==> config.mk <==
export PLATFORM = sky130hd
export DESIGN_NAME = mem_stage_ctrl_flat
export DESIGN_NICKNAME = d
export VERILOG_FILES = /design/src/rtl/mem_stage_ctrl_pkg.sv /design/src/rtl/mem_stage_ctrl_if.sv /design/src/rtl/mem_stage_ctrl_load_align_ext.sv /design/src/rtl/mem_stage_ctrl.sv /design/src/flat_wrapper.sv
export SDC_FILE = /design/constraint.sdc
export NUM_CORES = 1
export LEC_CHECK = 0
export CELL_PAD_IN_SITES_DETAIL_PLACEMENT = 0
export CELL_PAD_IN_SITES_GLOBAL_PLACEMENT = 2
export CORE_ASPECT_RATIO = 0.75
export CORE_UTILIZATION = 25
export CTS_CLUSTER_SIZE = 25
export DETAILED_ROUTE_END_ITERATION = 10
export PLACE_DENSITY_LB_ADDON = 0.1
export SETUP_SLACK_MARGIN = 0.15
export SLEW_MARGIN = 20
export SYNTH_ARGS = -nofsm -noshare
export SYNTH_HDL_FRONTEND = slang
export SYNTH_SLANG_ARGS = --single-unit
==> constraint.sdc <==
create_clock -name clk -period 2.9 [get_ports clk]
set_clock_uncertainty 0.2 [all_clocks]
set_input_delay 0.725 -clock clk [delete_from_list [all_inputs] [get_ports clk]]
set_output_delay 0.725 -clock clk [all_outputs]
set_load 0.01 [all_outputs]
==> src/rtl/mem_stage_ctrl_pkg.sv <==
// Shared types and byte-lane helpers for the memory-stage controller.
package mem_stage_ctrl_pkg;

  typedef enum logic [1:0] {
    MEM_B = 2'd0,
    MEM_H = 2'd1,
    MEM_W = 2'd2,
    MEM_D = 2'd3
  } mem_size_e;

  typedef enum logic [1:0] {
    ST_IDLE = 2'd0,
    ST_REQ  = 2'd1,
    ST_WAIT = 2'd2,
    ST_DONE = 2'd3
  } mem_state_e;

  // A 32-bit datapath has no doubleword access; fold it onto a word.
  function automatic mem_size_e clamp_size(input mem_size_e sz, input int unsigned data_w);
    return ((data_w == 32) && (sz == MEM_D)) ? MEM_W : sz;
  endfunction

  function automatic logic [7:0] size_strb(input mem_size_e sz);
    case (sz)
      MEM_B:   return 8'h01;
      MEM_H:   return 8'h03;
      MEM_W:   return 8'h0F;
      default: return 8'hFF;
    endcase
  endfunction

  function automatic logic is_misaligned(input logic [2:0] addr_lo, input mem_size_e sz);
    logic [2:0] amask;
    case (sz)
      MEM_B:   amask = 3'd0;
      MEM_H:   amask = 3'd1;
      MEM_W:   amask = 3'd3;
      default: amask = 3'd7;
    endcase
    return (addr_lo & amask) != 3'd0;
  endfunction

endpackage

==> src/rtl/mem_stage_ctrl_if.sv <==
// EX / data-cache / MEM-WB signal bundle of the memory-stage controller.
interface mem_stage_ctrl_if #(
  parameter int unsigned ADDR_W = 64,
  parameter int unsigned DATA_W = 64
);
  localparam int unsigned STRB_W = DATA_W / 8;

  logic              memory_enable;
  logic              memory_ready;
  logic              mem_read;
  logic              mem_write;
  logic [1:0]        mem_size;
  logic              mem_unsigned;
  logic [ADDR_W-1:0] alu_data;
  logic [DATA_W-1:0] reg_b_contents;
  logic              cache_req_valid;
  logic              cache_req_ready;
  logic [ADDR_W-1:0] cache_req_addr;
  logic              cache_req_write;
  logic [DATA_W-1:0] cache_req_wdata;
  logic [STRB_W-1:0] cache_req_wstrb;
  logic              cache_resp_valid;
  logic [DATA_W-1:0] cache_resp_rdata;
  logic [DATA_W-1:0] loaded_data_out;
  logic              memory_done;
  logic              mem_wb_ready;
  logic              misalign_fault;

  modport master (
    input  memory_enable, mem_read, mem_write, mem_size, mem_unsigned, alu_data,
           reg_b_contents, cache_req_ready, cache_resp_valid, cache_resp_rdata, mem_wb_ready,
    output memory_ready, cache_req_valid, cache_req_addr, cache_req_write, cache_req_wdata,
           cache_req_wstrb, loaded_data_out, memory_done, misalign_fault
  );

  modport slave (
    output memory_enable, mem_read, mem_write, mem_size, mem_unsigned, alu_data,
           reg_b_contents, cache_req_ready, cache_resp_valid, cache_resp_rdata, mem_wb_ready,
    input  memory_ready, cache_req_valid, cache_req_addr, cache_req_write, cache_req_wdata,
           cache_req_wstrb, loaded_data_out, memory_done, misalign_fault
  );
endinterface

==> src/rtl/mem_stage_ctrl_load_align_ext.sv <==
// Combinational load path: lane shift, size mask and sign/zero extension.
module mem_stage_ctrl_load_align_ext
  import mem_stage_ctrl_pkg::*;
#(
  parameter int unsigned DATA_W = 64,
  parameter int unsigned OFF_W  = $clog2(DATA_W / 8)
) (
  input  logic [DATA_W-1:0] rdata_i,
  input  logic [OFF_W-1:0]  off_i,
  input  mem_size_e         size_i,
  input  logic              unsigned_i,
  output logic [DATA_W-1:0] ext_data_c_o
);

  logic [DATA_W-1:0] sh;

  always_comb begin
    sh = rdata_i >> {off_i, 3'b000};
    case (size_i)
      MEM_B:   ext_data_c_o = unsigned_i ? DATA_W'(sh[7:0])  : DATA_W'($signed(sh[7:0]));
      MEM_H:   ext_data_c_o = unsigned_i ? DATA_W'(sh[15:0]) : DATA_W'($signed(sh[15:0]));
      MEM_W:   ext_data_c_o = unsigned_i ? DATA_W'(sh[31:0]) : DATA_W'($signed(sh[31:0]));
      default: ext_data_c_o = sh;
    endcase
  end

endmodule

==> src/rtl/mem_stage_ctrl.sv <==
// Memory-stage controller: accepts an EX op, runs one cache transaction, holds result for MEM/WB.
// Optional MEM_MISALIGN_TRAP_EN: misaligned accesses complete at once with misalign_fault set.
module mem_stage_ctrl
  import mem_stage_ctrl_pkg::*;
#(
  parameter int unsigned ADDR_W = 64,
  parameter int unsigned DATA_W = 64
) (
  input logic             clk,
  input logic             reset,
  mem_stage_ctrl_if.master bus
);

  localparam int unsigned STRB_W = DATA_W / 8;
  localparam int unsigned OFF_W  = $clog2(STRB_W);

  mem_state_e        state_q, state_d;
  logic              read_q, read_d;
  logic              write_q, write_d;
  logic              unsigned_q, unsigned_d;
  mem_size_e         size_q, size_d;
  logic [ADDR_W-1:0] addr_q, addr_d;
  logic [DATA_W-1:0] wdata_q, wdata_d;
  logic [STRB_W-1:0] wstrb_q, wstrb_d;
  logic [DATA_W-1:0] result_q, result_d;
  logic              fault_q, fault_d;

  logic              ready_c;
  logic              accept_c;
  mem_size_e         size_in_c;
  logic [OFF_W-1:0]  off_in_c;
  logic [DATA_W-1:0] load_c;

  assign ready_c   = (state_q == ST_IDLE) || ((state_q == ST_DONE) && bus.mem_wb_ready);
  assign accept_c  = bus.memory_enable && ready_c;
  assign size_in_c = clamp_size(mem_size_e'(bus.mem_size), DATA_W);
  assign off_in_c  = bus.alu_data[OFF_W-1:0];

  mem_stage_ctrl_load_align_ext #(.DATA_W(DATA_W), .OFF_W(OFF_W)) u_load_align_ext (
    .rdata_i      (bus.cache_resp_rdata),
    .off_i        (addr_q[OFF_W-1:0]),
    .size_i       (size_q),
    .unsigned_i   (unsigned_q),
    .ext_data_c_o (load_c)
  );

  // Next state; an accept in IDLE or DONE overrides the hold/return path.
  always_comb begin
    state_d    = state_q;
    read_d     = read_q;
    write_d    = write_q;
    unsigned_d = unsigned_q;
    size_d     = size_q;
    addr_d     = addr_q;
    wdata_d    = wdata_q;
    wstrb_d    = wstrb_q;
    result_d   = result_q;
    fault_d    = fault_q;

    case (state_q)
      ST_REQ:  if (bus.cache_req_ready) state_d = ST_WAIT;
      ST_WAIT: if (bus.cache_resp_valid) begin
        result_d = read_q ? load_c : '0;
        state_d  = ST_DONE;
      end
      ST_DONE: if (bus.mem_wb_ready) state_d = ST_IDLE;
      default: ;
    endcase

    if (accept_c) begin
      read_d     = bus.mem_read;
      write_d    = bus.mem_write;
      unsigned_d = bus.mem_unsigned;
      size_d     = size_in_c;
      addr_d     = bus.alu_data;
      wdata_d    = bus.reg_b_contents << {off_in_c, 3'b000};
      wstrb_d    = STRB_W'({8'h00, size_strb(size_in_c)} << off_in_c);
      result_d   = '0;
      fault_d    = 1'b0;
      if (!(bus.mem_read || bus.mem_write)) begin
        state_d = ST_DONE;
      end
`ifdef MEM_MISALIGN_TRAP_EN
      else if (is_misaligned(bus.alu_data[2:0], size_in_c)) begin
        state_d = ST_DONE;
        fault_d = 1'b1;
      end
`endif
      else begin
        state_d = ST_REQ;
      end
    end
  end

  always_ff @(posedge clk) begin
    if (reset) begin
      state_q    <= ST_IDLE;
      read_q     <= 1'b0;
      write_q    <= 1'b0;
      unsigned_q <= 1'b0;
      size_q     <= MEM_B;
      addr_q     <= '0;
      wdata_q    <= '0;
      wstrb_q    <= '0;
      result_q   <= '0;
      fault_q    <= 1'b0;
    end else begin
      state_q    <= state_d;
      read_q     <= read_d;
      write_q    <= write_d;
      unsigned_q <= unsigned_d;
      size_q     <= size_d;
      addr_q     <= addr_d;
      wdata_q    <= wdata_d;
      wstrb_q    <= wstrb_d;
      result_q   <= result_d;
      fault_q    <= fault_d;
    end
  end

  assign bus.memory_ready    = ready_c;
  assign bus.cache_req_valid = (state_q == ST_REQ);
  assign bus.cache_req_addr  = addr_q;
  assign bus.cache_req_write = write_q;
  assign bus.cache_req_wdata = wdata_q;
  assign bus.cache_req_wstrb = wstrb_q;
  assign bus.loaded_data_out = result_q;
  assign bus.memory_done     = (state_q == ST_DONE);
  assign bus.misalign_fault  = fault_q;

endmodule

==> src/flat_wrapper.sv <==
// flat-port wrapper written by rule: the top's interface ports become plain ports
module mem_stage_ctrl_flat import mem_stage_ctrl_pkg::*;
#(
  parameter int unsigned ADDR_W = 64,
  parameter int unsigned DATA_W = 64
)
  (clk, reset, bus_memory_enable, bus_mem_read, bus_mem_write, bus_mem_size, bus_mem_unsigned, bus_alu_data, bus_reg_b_contents, bus_cache_req_ready, bus_cache_resp_valid, bus_cache_resp_rdata, bus_mem_wb_ready, bus_memory_ready, bus_cache_req_valid, bus_cache_req_addr, bus_cache_req_write, bus_cache_req_wdata, bus_cache_req_wstrb, bus_loaded_data_out, bus_memory_done, bus_misalign_fault);
  mem_stage_ctrl_if #(.ADDR_W(ADDR_W), .DATA_W(DATA_W)) bus_i ();
  input logic clk;
  input logic reset;
  input wire logic [$bits(bus_i.memory_enable)-1:0] bus_memory_enable;
  input wire logic [$bits(bus_i.mem_read)-1:0] bus_mem_read;
  input wire logic [$bits(bus_i.mem_write)-1:0] bus_mem_write;
  input wire logic [$bits(bus_i.mem_size)-1:0] bus_mem_size;
  input wire logic [$bits(bus_i.mem_unsigned)-1:0] bus_mem_unsigned;
  input wire logic [$bits(bus_i.alu_data)-1:0] bus_alu_data;
  input wire logic [$bits(bus_i.reg_b_contents)-1:0] bus_reg_b_contents;
  input wire logic [$bits(bus_i.cache_req_ready)-1:0] bus_cache_req_ready;
  input wire logic [$bits(bus_i.cache_resp_valid)-1:0] bus_cache_resp_valid;
  input wire logic [$bits(bus_i.cache_resp_rdata)-1:0] bus_cache_resp_rdata;
  input wire logic [$bits(bus_i.mem_wb_ready)-1:0] bus_mem_wb_ready;
  output wire logic [$bits(bus_i.memory_ready)-1:0] bus_memory_ready;
  output wire logic [$bits(bus_i.cache_req_valid)-1:0] bus_cache_req_valid;
  output wire logic [$bits(bus_i.cache_req_addr)-1:0] bus_cache_req_addr;
  output wire logic [$bits(bus_i.cache_req_write)-1:0] bus_cache_req_write;
  output wire logic [$bits(bus_i.cache_req_wdata)-1:0] bus_cache_req_wdata;
  output wire logic [$bits(bus_i.cache_req_wstrb)-1:0] bus_cache_req_wstrb;
  output wire logic [$bits(bus_i.loaded_data_out)-1:0] bus_loaded_data_out;
  output wire logic [$bits(bus_i.memory_done)-1:0] bus_memory_done;
  output wire logic [$bits(bus_i.misalign_fault)-1:0] bus_misalign_fault;
  assign bus_i.memory_enable = bus_memory_enable;
  assign bus_i.mem_read = bus_mem_read;
  assign bus_i.mem_write = bus_mem_write;
  assign bus_i.mem_size = bus_mem_size;
  assign bus_i.mem_unsigned = bus_mem_unsigned;
  assign bus_i.alu_data = bus_alu_data;
  assign bus_i.reg_b_contents = bus_reg_b_contents;
  assign bus_i.cache_req_ready = bus_cache_req_ready;
  assign bus_i.cache_resp_valid = bus_cache_resp_valid;
  assign bus_i.cache_resp_rdata = bus_cache_resp_rdata;
  assign bus_i.mem_wb_ready = bus_mem_wb_ready;
  assign bus_memory_ready = bus_i.memory_ready;
  assign bus_cache_req_valid = bus_i.cache_req_valid;
  assign bus_cache_req_addr = bus_i.cache_req_addr;
  assign bus_cache_req_write = bus_i.cache_req_write;
  assign bus_cache_req_wdata = bus_i.cache_req_wdata;
  assign bus_cache_req_wstrb = bus_i.cache_req_wstrb;
  assign bus_loaded_data_out = bus_i.loaded_data_out;
  assign bus_memory_done = bus_i.memory_done;
  assign bus_misalign_fault = bus_i.misalign_fault;
  mem_stage_ctrl #(.ADDR_W(ADDR_W), .DATA_W(DATA_W)) u_core (.clk(clk), .reset(reset), .bus(bus_i));
endmodule
==> flow_summary_export.csv, run 1 <==
group,metric,value,unit
cts,worstSkewPairLatency,560,ps
grt,grt_first_pass_wirelength,65570,um
route,residual_drc,0,
cts,cts-htree-levels,1,
place,io_buffer_count,406,
grt,grtUsageTotal,20.31,%
floorplanning,die_area,42780,um^2
final_layout,core_occupancy_in_the_finished_layout,39.95,%
route,vias_per_cell,4.801,
route,drt_iter0_drcs,637,
cts,maximum_root_to_sink_buffer_count,3,
hold_path,min_path_type,"flip-flop to flip-flop",
sta,grt_setup_unrepaired,"false",
sta,tns,0,ps
synthesis,yosys_most_used_dff,"dfxtp_1",
route,drt_pre_antenna_iters,5,
final_layout,area.growth.synth_to_final,56.50,%
sta,worst_slew_slack_as_a_fraction_of_its_limit,32.41,%
synthesis,synth-seq-area-share,39.51,%
critical_path,critical_path_class,"flip-flop to output pin",
place,detailed_place_hpwl,34260,um
sta,setup_viol,0,
critical_path,critical-path-top-delay-family,"buffers and inverters",
critical_path,crit_path_cell_trace,"buf_12 > clkdlybuf4s50_1",
final_layout,post_layout_nonfiller_instances,2189,
grt,number_of_antenna_violations_at_the_first_check_in_global_routing,3,
outcome,run_status,"finished clean",
route,final_antenna_net_count,0,
synthesis,synth-edff-count,0,
floorplanning,fp.dieW,238.5,um
cts,path_clk_slew,60,ps
route,drt-wirelength-per-cell,20.68,um
sta,drv_slew,0,
final_layout,num-nets-final,1816,
flow_run,maxCapViolCount,0,
power_and_ir_drop,max-vdd-ir-drop,0.4593,mV
power_and_ir_drop,leakagePower,6.158,nW
grt,grt_pass1_vias,10240,
synthesis,synth_warnings,0,
critical_path,end_kind,"output pin",
final_layout,num-fill-cells,4190,
sta,worstMarginPinSlew,1014,ps
grt,global_route.overflow_total,0,
critical_path,critical_path.startpoint_type,"flip-flop",
sta,achievable-frequency,0.3751,GHz
synthesis,syn-num-nets,1418,
power_and_ir_drop,power.total,10.71,mW
hold_path,timing.hold.worst.start,"u_core.bus.cache_req_addr[41]",
critical_path,critical_path.max_stage_delay,560,ps
sta,worst_hold_slack,251.4,ps
final_layout,final_instance_area,16410,um^2
final_layout,drive_gt1_share,13.10,%
place,dpl-instance-area,15490,um^2
critical_path,crit_reg_reg_startpoint,"u_core.bus.cache_req_addr[1]",
synthesis,asyncSetResetFlopFracSynth,0,%
critical_path,required_time_of_the_critical_path,1980,ps
sta,finalWorstSetupSlack,234.3,ps
floorplanning,die_height,179.4,um
route,totalWireLength,45280,um
sta,final_count_of_hold_timing_violations,0,
cts,postCtsSetupRepairBufs,0,
cts,clock_sink_count,207,
final_layout,final_cell_mix,"clkdlybuf4s50_1 (400), nand2_1 (204), dfxtp_1 (204)",
synthesis,synth_top_area_share,39.51,%
cts,tritoncts,"built",
critical_path,critical_path_peak_fanout,21,
synthesis,synth.distinct_cells,49,
final_layout,layout.cells.most_common,"clkdlybuf4s50_1",
floorplanning,fp-row-count,64,
floorplanning,initial_utilization,25.53,%
cts,clk_root_buffer_cell,"clkbuf_16",
critical_path,arrival,1740,ps
synthesis,syn_area_per_cell,8.660,um^2
synthesis,synth_largest_area_cell,"dfxtp_1",
floorplanning,top_level_ports,408,
place,place_ws,-230.9,ps
route,vias,10510,
critical_path,worst_setup_path_startpoint,"u_core.bus.cache_req_addr[1]",
sta,finalCriticalPeriod,2666,ps
synthesis,netlist_top_cells_area,"dfxtp_1 (40%), mux2i_1 (7.5%), nand2_1 (7.3%)",
cts,cts_made_buffers,25,
synthesis,netlist_area,10490,um^2
floorplanning,design.core.area,41080,um^2
place,post-place-cells,2142,
power_and_ir_drop,power_per_cell_area,652.3,nW/um^2
sta,final_min_period_over_clock_period,91.92,%
place,place_congestion,0.8800,
critical_path,slowest_stage,"clkdlybuf4s50_1",
synthesis,ys_seq_elements,207,
synthesis,syn-instance-count,1211,
grt,grt_max_degree,82,
critical_path,cp_buf_inv_count,2,
cts,cts.hold.buffers_added,0,
## cell usage after synthesis, drive strengths merged, types with 2 or more instances
master   instances
inv             10
a221oi           3
a22oi           26
a21o            22
mux2i           79
nand2b           7
nor2b           19
buf             33
a2bb2oi          5
clkbuf          76
a32o             2
dfxtp          207
o22ai           13
a211oi          49
or3              2
a22o            40
ha               4
a311o            2
mux2            62
o21bai           5
a21oi          117
a2111oi          3
a221o           12
o21ai           39
o22a             8
nor3            14
or2              6
and2             2
nand2          205
nor2           106
mux4            18
and3             6
## worst min-delay path: stages (launching register included)
cell,delay (ps)
dfxtp_1,300
nand2_1,50
a21oi_1,50
## per-layer routing
metal  global-route usage (%)  share of wire, %  vias to the layer above
met5                        0             0.024                        -
met4                    4.834               2.1                        2
met3                    5.484               7.0                       49
met2                    30.56                44                      326
met1                    28.66                47                     4968
li1                         -                 -                     5165
## repair_timing
action | CTS | global route
endpoints found under the setup margin | 3 | 1
resized for setup | 3 | 1
gates cloned | 1 | 0
## final timing paths
path / to / slack (ps) / cells after the start
worst max-delay path: bus_cache_req_addr[1] / 230 / 2
worst min register to register: u_core.bus.cache_req_addr[41] / 250 / 2
worst max register to register: u_core.bus.loaded_data_out[11] / 540 / 4
worst min-delay path: u_core.bus.cache_req_addr[41] / 250 / 2
## report_power, final
group          leakage, nW  internal [mW]  switching (mW)  total, mW
logic                 4.04           1.81            2.08       3.89
clock network        0.426           2.07            1.31       3.38
registers             1.69           3.20           0.227       3.43
## sequential cells by signal, summed over array words and instances, names as in the netlist
| signal | count |
|---|---|
| u_core.bus.cache_req_write | 1 |
| u_core.bus.cache_req_wstrb | 8 |
| u_core.bus.cache_req_addr | 64 |
| u_core.size_q | 2 |
| u_core.bus.cache_req_wdata | 64 |
| u_core.read_q | 1 |
| u_core.bus.loaded_data_out | 64 |
| u_core.unsigned_q | 1 |
| u_core.state_q | 2 |
## final cells by class
| class | instances | area (um^2) | share of cell area, % |
|---|---|---|---|
| repair buffers | 480 | 4772 | 29.07 |
| well taps | 561 | 701.9 | 4.277 |
| clock inverters | 11 | 177.7 | 1.082 |
| multi-input cells | 885 | 5863 | 35.72 |
| clock buffers | 33 | 705.7 | 4.299 |
| diodes | 2 | 5.005 | 0.03049 |
| flip-flops and latches | 207 | 4150 | 25.29 |
| inverters | 10 | 37.54 | 0.2287 |
## kinds of logic (layout without fill, tap and decap cells)
family,after synthesis,in the layout,share of synthesized area [%]
AO/OA/AOI/OAI,353,353,22.70
adder cells (fa/ha/maj),4,4,0.4772
buffers and inverters,119,534,4.856
flip-flops,207,207,39.51
multiplexers,159,159,18.06
other,1,3,0.03576
AND/OR/NAND/NOR,368,368,14.35
Note: power is estimated with default switching activity, not from simulation.
==> inputs of run 2 (changes only) <==
--- a/config.mk
+++ b/config.mk
@@ -8,7 +8,7 @@
 export CELL_PAD_IN_SITES_DETAIL_PLACEMENT = 0
 export CELL_PAD_IN_SITES_GLOBAL_PLACEMENT = 2
 export CORE_ASPECT_RATIO = 0.75
-export CORE_UTILIZATION = 25
+export CORE_UTILIZATION = 27
 export CTS_CLUSTER_SIZE = 25
 export DETAILED_ROUTE_END_ITERATION = 10
 export PLACE_DENSITY_LB_ADDON = 0.1
==> constraint.sdc (replaced) <==
create_clock -name clk -period 3.4 [get_ports clk]
set_clock_uncertainty 0.2 [all_clocks]
set_input_delay 0.85 -clock clk [delete_from_list [all_inputs] [get_ports clk]]
set_output_delay 0.85 -clock clk [all_outputs]
set_load 0.01 [all_outputs]
==> run 2 against run 1 <==
- via count fell by 0.82%
- sequential power decreased by 14%
- die area decreased by 7.3%
- utilization grew 1.7 points
- critical path depth up 1
- flip-flop and latch count did not move
- global-route usage is 1.5 points higher
- sequential share of layout area rose by 0.77 points
- non-clock buffer count down 35
- register-to-register slack gained 140 ps
- critical path type is now primary input to output pin
==> flow_summary_export.csv, run 2 (synthesis gave the netlist of run 1 again) <==
group,metric,value,unit
outcome,run_status,"finished clean",
floorplanning,die_height,172.7,um
route,final_antenna_net_count,0,
power_and_ir_drop,leakagePower,5.914,nW
sta,setup_viol,0,
sta,tns,0,ps
power_and_ir_drop,power.total,8.827,mW
floorplanning,fp-row-count,62,
sta,achievable-frequency,0.3213,GHz
final_layout,final_cell_mix,"clkdlybuf4s50_1 (402), nand2_1 (204), dfxtp_1 (204)",
cts,clock_sink_count,207,
final_layout,num-nets-final,1781,
critical_path,ff2ff_path_depth,5,
critical_path,required_time_of_the_critical_path,2350,ps
hold_path,hold-path-cell-count,2,
grt,number_of_antenna_violations_at_the_first_check_in_global_routing,3,
route,vias,10420,
cts,cts-htree-levels,1,
critical_path,timing.reg2reg.setup_slack,680,ps
flow_run,maxCapViolCount,0,
final_layout,num-fill-cells,3879,
sta,final_count_of_hold_timing_violations,0,
place,detailed_place_hpwl,33390,um
place,io_buffer_count,406,
power_and_ir_drop,p_switching,3.028,mW
cts,maximum_root_to_sink_buffer_count,3,
power_and_ir_drop,max-vdd-ir-drop,0.3169,mV
cts,cts_made_buffers,25,
sta,worstMarginPinSlew,1029,ps
cts,path_clk_slew,60,ps
sta,drv_slew,0,
power_and_ir_drop,power.clock.fraction,30.6,%
grt,grt_pass1_vias,10270,
critical_path,end_kind,"output pin",
power_and_ir_drop,power_per_cell_area,554.4,nW/um^2
floorplanning,top_level_ports,408,
cts,worstSkewPairLatency,540,ps
critical_path,crit_reg_reg_startpoint,"u_core.bus.cache_req_addr[1]",
route,drt_pre_antenna_iters,5,
route,totalWireLength,44520,um
route,vias_per_cell,4.964,
cts,postCtsResizedCells,0,
critical_path,critical_path_class,"primary input to output pin",
route,residual_drc,0,
final_layout,drive_gt1_share,11.08,%
grt,grt_max_degree,88,
place,place_congestion,0.9110,
critical_path,critical_path.startpoint_type,"primary input",
power_and_ir_drop,cell_internal_pwr,5.799,mW
critical_path,arrival,2060,ps
power_and_ir_drop,sw_frac_of_total,34.31,%
cts,cts.hold.buffers_added,0,
critical_path,regToRegEndpoint,"u_core.bus.loaded_data_out[24]",
grt,grt_first_pass_wirelength,66270,um
sta,grt_setup_unrepaired,"false",
cts,tritoncts,"built",
grt,grtUsageTotal,21.84,%
sta,final_min_period_over_clock_period,91.53,%
final_layout,insertedDiodeCount,0,
power_and_ir_drop,power.sequential.fraction,33.4,%
hold_path,min_path_type,"flip-flop to flip-flop",
final_layout,layout.cells.most_common,"clkdlybuf4s50_1",
grt,global_route.overflow_total,0,
power_and_ir_drop,comb_power_share,36.0,%
cts,postCtsSetupRepairBufs,0,
final_layout,area.growth.synth_to_final,51.81,%
route,drt-wirelength-per-cell,21.20,um
sta,finalCriticalPeriod,3112,ps
critical_path,critical_path_peak_fanout,2,
hold_path,terminating_pin_of_the_worst_hold_path,"u_core.bus.cache_req_wdata[23]",
route,drt_iter0_drcs,609,
floorplanning,fp.dieW,229.6,um
sta,worst_slew_slack_as_a_fraction_of_its_limit,31.12,%
floorplanning,design.core.area,38240,um^2
final_layout,final_instance_area,15920,um^2
floorplanning,die_area,39640,um^2
cts,clk_root_buffer_cell,"clkbuf_16",
place,dpl-instance-area,15110,um^2
hold_path,timing.hold.worst.start,"u_core.bus.cache_req_wdata[23]",
floorplanning,initial_utilization,27.42,%
run 2: cell count changes in the layout (fill, tap and decap cells not counted), sizes merged, moves of 2 or more:
cell / change
clkdlybuf4s50: +2
bufinv: -2
dlygate4sd2: -2
inv: +2
clkinvlp: -3
diode: -2
buf: -33
run 2: per-stage QoR:
stage	utilization [%]	hold WS (ps)	instances	worst slack [ps]
after floorplan	-	231.9	1211	887.2
after global placement	39.50	236.7	2059	147.8
after detailed placement	39.50	242.4	2059	103.8
after CTS	41.63	254.9	2100	279.9
after global routing	41.63	267.4	2100	235.7
final	41.63	251.4	2100	288.0
run 2: power groups by stage:
stage | clock (mW) | sequential (mW) | combinational, mW
final | 2.70 | 2.95 | 3.18
after floorplan | 0 | 3.05 | 1.55
after detailed placement | 0 | 3.00 | 3.18
after global routing | 2.89 | 2.99 | 3.45
after global placement | 0 | 2.99 | 3.21
after CTS | 2.79 | 2.95 | 3.19
run 2: per-layer routing:
layer | up-vias | GRT usage [%] | share of wire, % | routed length, um
li1 | 5077 | - | - | -
met1 | 4927 | 30.69 | 47 | 20980
met2 | 353 | 31.48 | 42 | 18580
met3 | 61 | 8.031 | 9.0 | 3989
met4 | 6 | 4.944 | 2.1 | 941
met5 | - | 0 | 0.079 | 35
run 2: worst max-delay path by stage:
stage	startpoint	to	slack [ps]	cells after the start
after detailed placement	bus_cache_resp_rdata[55]	u_core.bus.loaded_data_out[22]	100	6
final	bus_mem_wb_ready	bus_memory_ready	290	3
after global routing	u_core.bus.cache_req_addr[1]	bus_cache_req_addr[1]	240	1
after global placement	bus_cache_resp_rdata[63]	u_core.bus.loaded_data_out[27]	150	6
after CTS	bus_mem_wb_ready	bus_memory_ready	280	3
after floorplan	bus_mem_wb_ready	u_core.bus.cache_req_wdata[13]	890	7
run 2: area by class of cell:
class | instances | area, um^2 | area share, %
clock buffer | 34 | 719.4 | 4.519
clock inverter | 7 | 96.34 | 0.6051
inverter | 10 | 37.54 | 0.2358
multi-input combinational | 885 | 5863 | 36.83
sequential | 207 | 4148 | 26.05
tap | 512 | 640.6 | 4.024
timing repair buffer | 445 | 4417 | 27.74
run 2: worst max-delay path, cell delays in order:
cell	delay (ps)
clkdlybuf4s50_1	490
a21o_1	140
clkdlybuf4s50_1	580
